--- config.mk ---
export PLATFORM = sky130hd
export DESIGN_NAME = keypad_scan_ctrl_flat
export DESIGN_NICKNAME = d
export VERILOG_FILES = /design/src/rtl/keypad_scan_ctrl_pkg.sv /design/src/rtl/keypad_scan_ctrl_if.sv /design/src/rtl/keypad_scan_ctrl_debounce.sv /design/src/rtl/keypad_scan_ctrl.sv /design/src/flat_wrapper.sv
export SDC_FILE = /design/constraint.sdc
export NUM_CORES = 1
export LEC_CHECK = 0
export ABC_AREA = 1
export CORE_MARGIN = 2
export CORE_UTILIZATION = 50
export CTS_BUF_LIST = sky130_fd_sc_hd__clkbuf_8
export CTS_CLUSTER_SIZE = 14
export DETAILED_ROUTE_END_ITERATION = 8
export PLACE_DENSITY = 0.68
export SLEW_MARGIN = 0
export SYNTH_ARGS = -nofsm -noshare
export SYNTH_HDL_FRONTEND = slang
export SYNTH_SLANG_ARGS = --single-unit
--- constraint.sdc ---
create_clock -name clk -period 7.05 [get_ports clk]
set_input_delay 1.7625 -clock clk [delete_from_list [all_inputs] [get_ports clk]]
set_output_delay 1.7625 -clock clk [all_outputs]
set_load 0.02 [all_outputs]
--- src/rtl/keypad_scan_ctrl_pkg.sv ---
// keypad_pkg: shared keypad sizes, scan FSM states, column drive patterns and key-code type
package keypad_pkg;
  localparam int NUM_ROWS = 4;
  localparam int NUM_COLS = 4;
  typedef enum logic [1:0] {DRIVE, SAMPLE, FRAME_END, DISABLED} scan_state_t;
  localparam logic [3:0] COL_IDLE = 4'b1111;
  localparam logic [3:0] COL_DRIVE [NUM_COLS] = '{4'b1110, 4'b1101, 4'b1011, 4'b0111};
  typedef logic [3:0] key_code_t;
endpackage

--- src/rtl/keypad_scan_ctrl_if.sv ---
// keypad_scan_ctrl_if: keypad bus (scan_en/rows_in in, cols_out/key_code/key_valid/key_held/multi_key out)
interface keypad_scan_ctrl_if;
  logic scan_en;
  logic [3:0] rows_in;
  logic [3:0] cols_out;
  keypad_pkg::key_code_t key_code;
  logic key_valid;
  logic key_held;
  logic multi_key;
  modport master(output scan_en, rows_in, input cols_out, key_code, key_valid, key_held, multi_key);
  modport slave(input scan_en, rows_in, output cols_out, key_code, key_valid, key_held, multi_key);
endinterface

--- src/rtl/keypad_scan_ctrl_debounce.sv ---
// keypad_debounce: frame-level debounce and lowest-index key reporting (raw_next/frame_end/clr in, key_code/key_valid/key_held/multi_key out)
module keypad_debounce
  import keypad_pkg::*;
#(
  parameter int DEBOUNCE_FRAMES = 250
) (
  input  logic        clk,
  input  logic        rst,
  input  logic        clr,
  input  logic        frame_end,
  input  logic [15:0] raw_next,
  output key_code_t   key_code,
  output logic        key_valid,
  output logic        key_held,
  output logic        multi_key
);
  localparam int SW = $clog2(DEBOUNCE_FRAMES + 1);
  localparam logic [SW-1:0] CMAX = SW'(DEBOUNCE_FRAMES);
  logic [15:0] raw_prev, stable_map, reported, map_n, rep_n, pend;
  logic [SW-1:0] stable_cnt, cnt_n;
  key_code_t idx;
  always_comb begin
    cnt_n = raw_next != raw_prev ? SW'(1) : stable_cnt == CMAX ? stable_cnt : stable_cnt + 1'b1;
    map_n = cnt_n == CMAX ? raw_next : stable_map;
    rep_n = reported & map_n;
    pend = map_n & ~rep_n;
    idx = '0;
    for (int i = 15; i >= 0; i--) if (pend[i]) idx = key_code_t'(i);
  end
  always_ff @(posedge clk) begin
    if (rst) begin
      raw_prev <= '0;
      stable_cnt <= '0;
      stable_map <= '0;
      reported <= '0;
      key_code <= '0;
      key_valid <= 1'b0;
      key_held <= 1'b0;
      multi_key <= 1'b0;
    end else if (clr) begin
      raw_prev <= '0;
      stable_cnt <= '0;
      stable_map <= '0;
      reported <= '0;
      key_valid <= 1'b0;
      key_held <= 1'b0;
      multi_key <= 1'b0;
    end else begin
      key_valid <= frame_end && |pend;
      if (frame_end) begin
        raw_prev <= raw_next;
        stable_cnt <= cnt_n;
        stable_map <= map_n;
        reported <= rep_n | (|pend ? 16'd1 << idx : 16'd0);
        key_held <= |map_n;
        multi_key <= |(map_n & (map_n - 1'b1));
        if (|pend) key_code <= idx;
      end
    end
  end
endmodule

--- src/rtl/keypad_scan_ctrl.sv ---
// keypad_scan_ctrl: 4x4 keypad column scanner with row synchronizer (clk, rst, bus: keypad_scan_ctrl_if.slave)
module keypad_scan_ctrl
  import keypad_pkg::*;
#(
  parameter int SETTLE_CYCLES   = 1000,
  parameter int DEBOUNCE_FRAMES = 250
) (
  input logic clk,
  input logic rst,
  keypad_scan_ctrl_if.slave bus
);
  localparam int CW = $clog2(SETTLE_CYCLES);
  logic [NUM_ROWS-1:0] sync1, sync2;
  logic [CW-1:0] cnt;
  logic [1:0] col;
  logic [11:0] raw_lo;
  logic [3:0] cols;
  scan_state_t st;
  assign bus.cols_out = cols;
  always_ff @(posedge clk) begin
    if (rst) begin
      sync1 <= '0;
      sync2 <= '0;
      cnt <= '0;
      col <= '0;
      raw_lo <= '0;
      cols <= COL_DRIVE[0];
      st <= DRIVE;
    end else begin
      {sync2, sync1} <= {sync1, bus.rows_in};
      if (!bus.scan_en) begin
        cnt <= '0;
        col <= '0;
        raw_lo <= '0;
        cols <= COL_IDLE;
        st <= DISABLED;
      end else if (st == DISABLED) begin
        cols <= COL_DRIVE[0];
        st <= DRIVE;
      end else if (st == DRIVE) begin
        cnt <= cnt + 1'b1;
        if (cnt == CW'(SETTLE_CYCLES - 2)) st <= col == 2'd3 ? FRAME_END : SAMPLE;
      end else begin
        cnt <= '0;
        col <= col + 1'b1;
        cols <= COL_DRIVE[col + 1'b1];
        st <= DRIVE;
        if (st == SAMPLE) raw_lo[{col, 2'b00} +: 4] <= ~sync2;
      end
    end
  end
  keypad_debounce #(.DEBOUNCE_FRAMES(DEBOUNCE_FRAMES)) u_debounce (
    .clk(clk),
    .rst(rst),
    .clr(!bus.scan_en),
    .frame_end(st == FRAME_END && bus.scan_en),
    .raw_next({~sync2, raw_lo}),
    .key_code(bus.key_code),
    .key_valid(bus.key_valid),
    .key_held(bus.key_held),
    .multi_key(bus.multi_key)
  );
endmodule

--- src/flat_wrapper.sv ---
// flat-port wrapper written by rule: the top's interface ports become plain ports
module keypad_scan_ctrl_flat import keypad_pkg::*;
#(
  parameter int SETTLE_CYCLES   = 1000,
  parameter int DEBOUNCE_FRAMES = 250
)
  (clk, rst, bus_scan_en, bus_rows_in, bus_cols_out, bus_key_code, bus_key_valid, bus_key_held, bus_multi_key);
  keypad_scan_ctrl_if bus_i ();
  input logic clk;
  input logic rst;
  input wire logic [$bits(bus_i.scan_en)-1:0] bus_scan_en;
  input wire logic [$bits(bus_i.rows_in)-1:0] bus_rows_in;
  output wire logic [$bits(bus_i.cols_out)-1:0] bus_cols_out;
  output wire logic [$bits(bus_i.key_code)-1:0] bus_key_code;
  output wire logic [$bits(bus_i.key_valid)-1:0] bus_key_valid;
  output wire logic [$bits(bus_i.key_held)-1:0] bus_key_held;
  output wire logic [$bits(bus_i.multi_key)-1:0] bus_multi_key;
  assign bus_i.scan_en = bus_scan_en;
  assign bus_i.rows_in = bus_rows_in;
  assign bus_cols_out = bus_i.cols_out;
  assign bus_key_code = bus_i.key_code;
  assign bus_key_valid = bus_i.key_valid;
  assign bus_key_held = bus_i.key_held;
  assign bus_multi_key = bus_i.multi_key;
  keypad_scan_ctrl #(.SETTLE_CYCLES(SETTLE_CYCLES), .DEBOUNCE_FRAMES(DEBOUNCE_FRAMES)) u_core (.clk(clk), .rst(rst), .bus(bus_i));
endmodule
=== Word-level counts from Yosys, hierarchy flattened ===
Cells that the tools add are included.

* Bits in registers: 101
* Input bits: 7

* Shift operators: 3
* Bitwise logic cells: 10
* Add/sub/neg operators: 5
* Magnitude comparators: 1
* Multiplexer cells: 33
* Equality and inequality tests: 10
* Reduce and logical (&&, ||, !) cells: 11

{| class="wikitable"
|+ Operator list
! cell !! count
|-
| 4-bit 2-to-1 mux || 18
|-
| 16-bit bitwise AND || 3
|-
| 16-bit OR reduction || 3
|-
| 16-bit 2-to-1 mux || 2
|-
| 8-bit == test, second input constant || 2
|-
| 8-bit 2-to-1 mux || 2
|-
| 16-bit != test || 1
|-
| 16-bit NOT || 1
|-
| 16-bit bitwise OR || 1
|-
| 1-bit by 4-bit left shift with 16-bit output, first input constant || 1
|-
| 16-bit by 1-bit subtractor with 16-bit output, second input constant || 1
|-
| 12-bit bitwise mux || 1
|-
| 4-bit by 6-bit variable shift with 12-bit output, first input constant || 1
|-
| 4-bit by 6-bit variable part select with 12-bit output || 1
|-
| 10-bit by 1-bit adder with 10-bit output, second input constant || 1
|-
| 10-bit == test, second input constant || 1
|-
| 10-bit 2-to-1 mux || 1
|-
| 2-bit 2-to-1 mux || 5
|-
| 8-bit by 1-bit adder with 8-bit output, second input constant || 1
|-
| 4-bit binary-select mux with 2-bit select || 1
|-
| 2-bit == test, second input constant || 3
|-
| 4-bit negation with 6-bit output || 1
|-
| 3-bit AND reduction || 2
|-
| 4-bit by 3-bit != test with 1-bit output, second input constant || 1
|-
| other kinds (13) || 18
|}

=== Longest topological paths before layout ===
* Depth after elaboration: 27
* Mapped depth: 32
* Mapped depth without buffers: 32

=== Modules after synthesis ===
A second synthesis with hierarchy kept.

* Cell total of the unflattened synthesis: 770
* Area total of the unflattened synthesis: 5,307.6 sq um

{| class="wikitable"
|+ By module, submodules not included
! module !! times used !! area an instance (sq um) !! cells an instance !! seq. area each (sq um)
|-
| keypad_debounce || 1 || 3,593.4 || 545 || 1,261.2
|-
| keypad_scan_ctrl || 1 || 1,714.1 || 225 || 760.7
|}

=== Worst setup path before layout ===
OpenSTA, ideal clock, no wires.

* Path type: register to register
* Start: register u_core.u_debounce.stable_cnt[0]
* End: register u_core.u_debounce.multi_key
* Setup slack: 4,136 ps
* Stages on the path, launching flop included: 26
* Data arrival time: 2,805 ps
* Buffers on the path: 1
* Required time: 6,941 ps
* Period minus slack after synthesis: 2,914 ps
* Cell sequence: dfxtp_1 > inv_1 > ha_1 > nand2_1 > nor2_2 > nand2_4 > xor2_1 > nand2_1 > nand3b_1 > nor2_1 > nand2_2 > buf_6 > o21ai_4 > nand2_2 > nor2_2 > nand2_2 > nor2_4 > nand2_2 > nor2_2 > nand2_1 > nor2_2 > nand3_1 > a31oi_1 > nand4_1 > nand2_1 > inv_1

* Cells in the longest elaborated chain, start to end: 8
* Elaborated cells on any way between the ends: 9
* Classes of those cells: add/sub (2); eq/ne (2); mux (3); bitwise (1); reduce/logical (1)

{| class="wikitable"
|+ Ends and longest elaborated chain
! item !! RTL line !! text
|-
| start, declared || keypad_scan_ctrl_debounce.sv:20 || <nowiki>logic [SW-1:0] stable_cnt, cnt_n;</nowiki>
|-
| start signal, assigned || keypad_scan_ctrl_debounce.sv:52 || <nowiki>stable_cnt <= cnt_n;</nowiki>
|-
| 8-bit by 1-bit adder with 8-bit output or 8-bit == test (tied branches) || keypad_scan_ctrl_debounce.sv:23 || <nowiki>cnt_n = raw_next != raw_prev ? SW'(1) : stable_cnt == CMAX ? stable_cnt : stable_cnt + 1'b1;</nowiki>
|-
| 8-bit 2-to-1 mux * (2 in a row) || keypad_scan_ctrl_debounce.sv:23 ||
|-
| 8-bit == test * || keypad_scan_ctrl_debounce.sv:24 || <nowiki>map_n = cnt_n == CMAX ? raw_next : stable_map;</nowiki>
|-
| 16-bit 2-to-1 mux * || keypad_scan_ctrl_debounce.sv:24 ||
|-
| 16-bit by 1-bit subtractor with 16-bit output || keypad_scan_ctrl_debounce.sv:56 || <nowiki>multi_key <= |(map_n & (map_n - 1'b1));</nowiki>
|-
| 16-bit bitwise AND * || keypad_scan_ctrl_debounce.sv:56 ||
|-
| 16-bit OR reduction * || keypad_scan_ctrl_debounce.sv:56 ||
|-
| end signal, assigned || keypad_scan_ctrl_debounce.sv:56 ||
|-
| end, declared || keypad_scan_ctrl_debounce.sv:15 || <nowiki>output logic multi_key</nowiki>
|}

Mark *: on every way between the ends. The rest lies on a longest branch, timed or not.
A chain may end at the register's enable or synchronous reset.

=== Worst setup path after layout ===
* Start: input rst
* End: register u_core.u_debounce.stable_map[2]

* Cells in the longest elaborated chain, start to end: 1

{| class="wikitable"
|+ Ends and longest elaborated chain
! item !! RTL line !! text
|-
| start, declared || flat_wrapper.sv:10 || <nowiki>input logic rst;</nowiki>
|-
| 2-bit OR reduction (no source line) || -- ||
|-
| end signal, assigned || keypad_scan_ctrl_debounce.sv:53 || <nowiki>stable_map <= map_n;</nowiki>
|-
| end, declared || keypad_scan_ctrl_debounce.sv:19 || <nowiki>logic [15:0] raw_prev, stable_map, reported, map_n, rep_n, pend;</nowiki>
|}

No other way between the ends.

==> impl_results.md <==
- Status: completed
- Area contributors post-synth: dfxtp_1 (39%), nand2_1 (12%), inv_1 (7.4%)
- Critical Path End Type: flop
- # rows: 37
- Post-synth ARST share: 0%
- Post-CTS Resized: 0
- Synth warn: 0
- Compound-Gate Fraction of Synth Area: between 10% and 20%
- Endpoints failing hold: 0
- Worst-Margin Slew: about 1200 ps
- LEAKAGE: 2.48 nW
- Worst path top cell family by delay: buffers and inverters
- Largest family of logic cells by synthesized area: simple AND/OR/NAND/NOR gates
- CTS tree: built
- Slew Viols, Final: 0
- Tmin final: roughly 4200 ps
- RSZ-0062 raised after global routing: false
- CTS H-tree depth: 3
- Initial antenna violation count: 0
- Final Setup Violations: 0
- Crit-path cells: clkdlybuf4s50_1 -> inv_1 -> nand2_1 -> inv_1 -> buf_4 -> o21ai_0 -> o21bai_1 -> inv_1
- Top cell type's share of synthesized area: roughly two fifths
- Mapped cell area: 5170 µm²
- Final worst-path cycle share: between 50% and 60%
- Total CTS buffers: 9
- Overflow after GRT: 0
- DRC: 0
- Required @ worst endpoint: 7370 ps
- RD Place Congestion: 0.873
- Slowest CP cell: nand2_1
- Synth Area in Adders: 3.63%
- Setup ws final: 2840 ps
- Post-synth top area cell: dfxtp_1
- Post-CTS setup repair buffer count: 0
- FF+latch count, synth: 101
- # clock sinks: 101
- Critical Path AT: ~4500 ps
- Core box area: 10200 µm²
- Post-Route WL: around 12000 µm
- # fillers: 1017
- Dpl ws: 2480 ps
- Crit-path max cell delay: 730 ps
- First-iteration detailed-routing DRC count: 325
- CP Buf/Inv Count: 5
- Skew-Pair Late Insertion Delay: 360 ps
- Area Overhead vs Synth: 9.22%
- Gr usage total: between 20 and 25%
- Die W: roughly 110 µm
- IO Pins: 18
- Fmax: 238 MHz
- CTS max path bufs: 2
- Die Footprint: 11200 µm²
- Relative slew slack: 20.0%
- Worst Path Class, Setup: primary input to flop
- HP Class: flop to flop
- Fin cells: ~900
- Sequential area share after synthesis: 39.1%
- Syn_nets: approximately 770
- Placed Instances: between 800 and 900
- CTS Hold Buffers Added: 0
- Top post-synthesis cells by count: nand2_1 (167), inv_1 (102), dfxtp_1 (101)
- Fin Setup TNS: 0 ps
- Most used cell, CP: inv_1
- Antenna viol nets, final: 0
- Mux cell area share after synthesis: 0%
- Most common cell in the netlist: nand2_1
- Largest net degree at the start of global routing: 43
- Mapped Cells: 744
- Pwr dens: 206 nW/µm²
- Post-synthesis simple-gate area fraction: 29.1%
- DR WL/cell: 13.8 µm
- Vias in the first global route: between 4000 and 5000
- IO buf count: 17
- Clock Tree Root: clkbuf_8
- Syn avg cell area: 6.95 µm²
- ANT cells: 0
- Worst-path clk slew: 100 ps
- Xor/xnor cell area share of the yosys netlist: 1.52%
- Critical Path Start Type: primary input
- Die Height: 106 µm
- Max Fanout on Critical Path: 42
- VDD IR-drop max: 0.112 mV
- Post-synth top flop: dfxtp_1
- Final HPWL from detailed placement: 9170 µm
- Share of layout cells above drive strength 1: roughly 9%
- Nets@finish: 779
- Clock Skew: between 15 and 20 ps
- Global-route wire length before repair: 20400 µm
- Synth unique cells: 44
- Hold slack: between 400 and 500 ps
- Vias/cell: approximately 5.2
- Post-synth EDFFs: 0
- TritonRoute pass-1 iters: 6
- Max Cap Viol: 0
- Via count: 4704
- Initial Util: about half
==> cells in the final DEF (no fill, tap or decap), types with 9 or more instances in the layout <==
| cell | n |
|---|---|
| nand4_1 | 12 |
| o21ai_0 | 46 |
| clkbuf_8 | 9 |
| inv_1 | 103 |
| o211ai_1 | 14 |
| nor2_1 | 73 |
| clkdlybuf4s50_1 | 17 |
| nand3_1 | 29 |
| a21oi_1 | 52 |
| or2_2 | 11 |
| ha_1 | 15 |
| dfxtp_1 | 101 |
| nand2_1 | 167 |
| inv_2 | 12 |
| nor3_1 | 11 |
| o21ai_1 | 11 |
==> through the flow <==
step | utilization (%) | instance area [µm²] | power, W
2_1_floorplan | - | 5170 | 0.000753
3_3_place_gp | 53.6 | 5460 | 0.000804
3_5_place_dp | 53.6 | 5460 | 0.000808
4_1_cts | 55.5 | 5650 | 0.00117
5_1_grt | 55.5 | 5650 | 0.00122
6_report | 55.5 | 5650 | 0.00116
==> final timing paths <==
check / startpoint / to / slack [ps] / cells after the start
setup / recovery: rst / u_core.u_debounce.stable_map[2] / 2840 / 8
hold / removal: u_core.sync1[1] / u_core.sync2[1] / 420 / 2
setup reg to reg: u_core.u_debounce.stable_cnt[1] / u_core.u_debounce.multi_key / 3160 / 23
hold reg to reg: u_core.sync1[1] / u_core.sync2[1] / 420 / 2
==> flip-flops by register name (all words and copies together) (netlist names), 2 cells and up <==
signal,cells
u_core.st,2
u_core.u_debounce.reported,16
u_core.u_debounce.key_code,4
u_core.col,2
u_core.sync1,4
u_core.u_debounce.stable_cnt,8
u_core.u_debounce.raw_prev,16
u_core.sync2,4
u_core.cnt,10
u_core.bus.cols_out,4
u_core.u_debounce.stable_map,16
u_core.raw_lo,12
==> routing by layer <==
layer | wire (µm) | track usage [%] | share of wire (%) | up-vias
met5 | 0 | 0 | 0 | -
met4 | 184 | 6.48 | 1.5 | 0
met3 | 632 | 2.97 | 5.1 | 14
met2 | 5670 | 37.9 | 46 | 95
li1 | - | - | - | 2424
met1 | 5910 | 30.9 | 48 | 2171
==> power breakdown <==
group	switching, W	leakage (nW)	internal (W)
combinational	0.000132	1.57	0.0000617
sequential	0.0000150	0.820	0.000589
clock	0.000202	0.0927	0.000162
total	0.000349	2.48	0.000813
==> tightest hold or removal path: stages, from the launching register on <==
cell	delay, ps
dfxtp_1	310
inv_1	40
nor2_1	30
==> cells by family after synthesis <==
| group | count (synthesis) |
|---|---|
| XOR/XNOR | 9 |
| AO/OA/AOI/OAI | 151 |
| adder cells (fa/ha/maj) | 15 |
| flip-flops | 101 |
| buffers and inverters | 132 |
| AND/OR/NAND/NOR | 336 |
==> area by class of cell <==
type | instances | area [µm²] | area share [%]
sequential | 101 | 2020 | 35.8
clock inverter | 6 | 66.3 | 1.17
timing repair buffer | 20 | 193 | 3.41
inverter | 114 | 428 | 7.57
clock buffer | 9 | 124 | 2.19
tap | 136 | 170 | 3.01
multi-input combinational | 511 | 2650 | 46.8
Note: power is estimated with default switching activity, not from simulation.
==> patch 1: new RTL, same flow settings <==
Re-encode `scan_state_t` (4 states) as one-hot, 4 bits wide.
--- a/src/rtl/keypad_scan_ctrl_pkg.sv
+++ b/src/rtl/keypad_scan_ctrl_pkg.sv
@@ -2,7 +2,7 @@
 package keypad_pkg;
   localparam int NUM_ROWS = 4;
   localparam int NUM_COLS = 4;
-  typedef enum logic [1:0] {DRIVE, SAMPLE, FRAME_END, DISABLED} scan_state_t;
+  typedef enum logic [3:0] {DRIVE = 4'b0001, SAMPLE = 4'b0010, FRAME_END = 4'b0100, DISABLED = 4'b1000} scan_state_t;
   localparam logic [3:0] COL_IDLE = 4'b1111;
   localparam logic [3:0] COL_DRIVE [NUM_COLS] = '{4'b1110, 4'b1101, 4'b1011, 4'b0111};
   typedef logic [3:0] key_code_t;
Check against the original RTL: same outputs for any inputs over 10 cycles, from zero or initial values and one cycle with rst high; not proved beyond that.
==> patch 1 against the original RTL <==
Synthesized area is 1.1% higher. Sequential cell count is 2 higher. Highest routed layer unchanged. Via count is 0.47% lower. Worst setup slack better by 58 ps. Synthesized cell count is 2.6% higher. Design area is 0.71% higher. Critical endpoint is now u_core.u_debounce.stable_cnt[6]$_SDFFE_PP0P_. Routed wire length is 2.3% lower.
Power is not compared: it rests on default switching activity, and its combinational part moved more than twofold at a synthesized area within 25%.
==> patch 1: results (changes against the original RTL) <==
metric	value	unit	change
Avg Inst Size Synth	6.85	um^2	-1.4%
Hold Path Origin	u_core.sync1[2]$_SDFF_PP0_		
insertion delay to the later sink of the worst-skew pair	380	ps	+20 ps
CP Max Fanout	69		+64%
R2R Setup Slk	3320	ps	+160 ps
Post-layout nets	791		+1.5%
met1 wire length	5670	um	-4.1%
slowest stage delay, CP	600	ps	-130 ps
Synth Area in Compound Gates	17.4	%	+0.48 points
top post-synthesis cells by count	167 x nand2_1, 111 x inv_1, 103 x dfxtp_1		
GRT Overall Usage	22.6	%	-0.16 points
r2r worst-path depth	22		-4.3%
xor/xnor cell area share of the yosys netlist	0.837	%	-0.69 points
GRT met3 Usage	3.07	%	+0.097 points
largest net degree at the start of global routing	70		+63%
Syn Nets	780		+1.8%
grt met1 use	28.7	%	-2.2 points
Critical path origin	bus_scan_en		
r2r startpoint	u_core.u_debounce.stable_cnt[0]$_SDFFE_PP0P_		
vias in the first global route	4446		+3.3%
DRT Pass-1 Iters	4		-2
Synth Area in Adders	2.39	%	-1.2 points
Crit-path slowest cell	clkinv_1		
Setup Skew	9.93	ps	-6.68 ps
layout cells sized above 1	9.77	%	+0.96 points
met2 Usage GRT	37.7	%	-0.20 points
status	finished clean		
CP arrival	4460	ps	-60 ps
dpl hpwl	8950	um	-2.4%
Post-Place Cells	899		+1.9%
Cell Count, Final, Fillers Out	914		+1.9%
sequential share of the synthesized area	39.4	%	+0.34 points
met3 WL post-DR	380	um	-40%
metal2 WL	5710	um	+0.55%
Iter 0 DRT Violations	204		-37%
[patch 1: cell count changes after synthesis, moves of 5 or more]
cell	before	now
or2_2	11	2
nor4_1	0	6
nand4_1	12	5
ha_1	15	10
o21ai_1	11	20
o21ai_2	1	9
inv_1	102	111
or2_1	1	8
[patch 1: stage by stage]
step | total power, uW | utilization, % | instance area, um^2 | worst slack, ps | hold WS [ps]
after floorplan | 632 | - | 5230 | 3690 | 388
after global placement | 648 | 53.8 | 5510 | 2640 | 393
after detailed placement | 649 | 53.8 | 5510 | 2550 | 398
after CTS | 994 | 55.6 | 5690 | 2950 | 414
after global routing | 1020 | 55.6 | 5690 | 2650 | 434
final | 987 | 55.6 | 5690 | 2900 | 411
[patch 1: how the worst max path moves through the flow]
| stage | slack [ps] | depth (start not counted) | end |
|---|---|---|---|
| after global routing | 2650 | 8 | u_core.u_debounce.stable_cnt[6]$_SDFFE_PP0P_ |
| after CTS | 2950 | 8 | u_core.u_debounce.stable_cnt[2]$_SDFFE_PP0P_ |
| final | 2900 | 8 | u_core.u_debounce.stable_cnt[6]$_SDFFE_PP0P_ |
| after floorplan | 3690 | 7 | u_core.u_debounce.multi_key$_SDFFE_PP0P_ |
| after global placement | 2640 | 8 | u_core.u_debounce.stable_cnt[6]$_SDFFE_PP0P_ |
| after detailed placement | 2550 | 8 | u_core.u_debounce.stable_cnt[6]$_SDFFE_PP0P_ |
[patch 1: layout make-up]
cell class / count / area (um^2)
clock inverters: 6 / 56.3
clock buffers: 9 / 124
well taps: 136 / 170
repair buffers: 19 / 185
fillers: 989 / 4540
flip-flops and latches: 103 / 2060
inverters: 130 / 493
multi-input cells: 511 / 2600
==> patch 2: new RTL, same flow settings <==
Made on the original files. `DEBOUNCE_FRAMES` is set to 250 in 3 places; all go to 500.
--- a/src/rtl/keypad_scan_ctrl_debounce.sv
+++ b/src/rtl/keypad_scan_ctrl_debounce.sv
@@ -2,7 +2,7 @@
 module keypad_debounce
   import keypad_pkg::*;
 #(
-  parameter int DEBOUNCE_FRAMES = 250
+  parameter int DEBOUNCE_FRAMES = 500
 ) (
   input  logic        clk,
   input  logic        rst,
--- a/src/rtl/keypad_scan_ctrl.sv
+++ b/src/rtl/keypad_scan_ctrl.sv
@@ -3,7 +3,7 @@
   import keypad_pkg::*;
 #(
   parameter int SETTLE_CYCLES   = 1000,
-  parameter int DEBOUNCE_FRAMES = 250
+  parameter int DEBOUNCE_FRAMES = 500
 ) (
   input logic clk,
   input logic rst,
--- a/src/flat_wrapper.sv
+++ b/src/flat_wrapper.sv
@@ -2,7 +2,7 @@
 module keypad_scan_ctrl_flat import keypad_pkg::*;
 #(
   parameter int SETTLE_CYCLES   = 1000,
-  parameter int DEBOUNCE_FRAMES = 250
+  parameter int DEBOUNCE_FRAMES = 500
 )
   (clk, rst, bus_scan_en, bus_rows_in, bus_cols_out, bus_key_code, bus_key_valid, bus_key_held, bus_multi_key);
   keypad_scan_ctrl_if bus_i ();
Check against the original RTL: no difference found for any inputs over 10 cycles, from zero or initial values and one cycle with rst high; that may be too few to reach the edited logic, so the function may still have changed.
==> patch 2 against the original RTL <==
Register-to-register slack improved by 60 ps. Worst setup slack got worse by 140 ps. Worst hold slack got worse by 11 ps. Power increased by 0.58%. Synthesized area increased by 1.7%. Sequential power increased by 1%. Core utilization increased by 0.41 points. Non-clock buffer count unchanged. Sequential cell count increased by 1. Routed wire length increased by 3.7%. Design area increased by 1.7%. Critical endpoint is now u_core.u_debounce.key_code[0]$_SDFFE_PP0P_. Highest routed layer unchanged.
==> patch 2: results (changes against the original RTL) <==
metric	value	unit	change
met3 WL post-DR	529	um	-16%
Routed WL	12900	um	+3.7%
worst vdd ir	0.153	mV	+37%
R2R Setup Slk	3220	ps	+60 ps
layout cells sized above 1	6.96	%	-1.8 points
Post-layout nets	807		+3.6%
DRT Pass-1 Iters	5		-1
met2 Usage GRT	37.5	%	-0.35 points
Synth Register Bits	102		+0.99%
first-pass GRT wire length	21300	um	+4.1%
r2r worst-path depth	25		+8.7%
Worst-Margin Slew	899	ps	-297 ps
multi-input logic area	2710	um^2	+2.5%
yosys warns	0		unchanged
Clock buffer cells	13		+4
Iter 0 DRT Violations	377		+16%
Crit-path slowest cell	clkinv_1		
GRT met3 Usage	3.31	%	+0.34 points
grt met1 use	31.6	%	+0.74 points
post-DR wirelength/cell	13.9	um	+0.41%
slowest stage delay, CP	950	ps	+220 ps
Syn Nets	794		+3.7%
gp weighted congestion	0.916		+5.0%
Avg Vias per Cell	5.25		+0.10%
Layout non-clock buf frac	3.36	%	-0.056 points
Flop pwr share	52.4	%	+0.4 points
Setup Skew	11.1	ps	-5.48 ps
Hold Slack	408	ps	-11.3 ps
multi-input gates	539		+5.5%
metal2 WL	5810	um	+2.3%
GRT Overall Usage	23.6	%	+0.91 points
vias in the first global route	4496		+4.5%
leak pwr	0.00255	uW	+2.5%
Critical path origin	bus_scan_en		
met1 wire length	6110	um	+3.4%
Reg area	2040	um^2	+0.99%
Critical Path Sink	u_core.u_debounce.key_code[0]$_SDFFE_PP0P_		
inverter count	113		-0.88%
status	finished clean		
Post-Place Cells	910		+3.2%
Avg Inst Size Synth	6.81	um^2	-2.0%
CP Max Fanout	26		-38%
sequential share of the synthesized area	38.8	%	-0.27 points
top cells by area, synth	dfxtp_1 39%, nand2_1 13%, inv_1 7.4%		
clock-cell share of area	3.42	%	+0.054 points
insertion delay to the later sink of the worst-skew pair	370	ps	
CP arrival	4600	ps	+80 ps
r2r startpoint	u_core.u_debounce.stable_cnt[0]$_SDFFE_PP0P_		
Cell variety after synth	42		-4.5%
PD cells	204	nW/um^2	-1.1%
FILL cells	992		-2.5%
dpl hpwl	9310	um	+1.5%
[patch 2: cell types whose count changed after synthesis, sizes merged, moves of 4 or more]
| cell | change |
|---|---|
| nor3 | +5 |
| nor2 | +4 |
| inv | -4 |
| nand2 | +15 |
| nand3 | +8 |
| xnor2 | +6 |
[patch 2: logic make-up after synthesis]
group           Yosys count  share of synthesized area [%]
compound gates          146                           15.8
xor+xnor                 16                           2.81
fa+ha+maj                15                           3.57
buf+inv                 131                           9.61
flops                   102                           38.8
simple gates            362                           29.4
[patch 2: through the flow]
stage | instance area [um^2] | total power, uW | worst slack [ps]
final | 5740 | 1170 | 2710
after global routing | 5740 | 1230 | 2380
after CTS | 5740 | 1170 | 2710
after detailed placement | 5550 | 813 | 2350
after global placement | 5550 | 809 | 2420
after floorplan | 5260 | 758 | 4110
[patch 2: tightest hold or removal path: stages (launching register included)]
cell and delay, ps:
dfxtp_1 310, inv_1 40, nor2_1 30
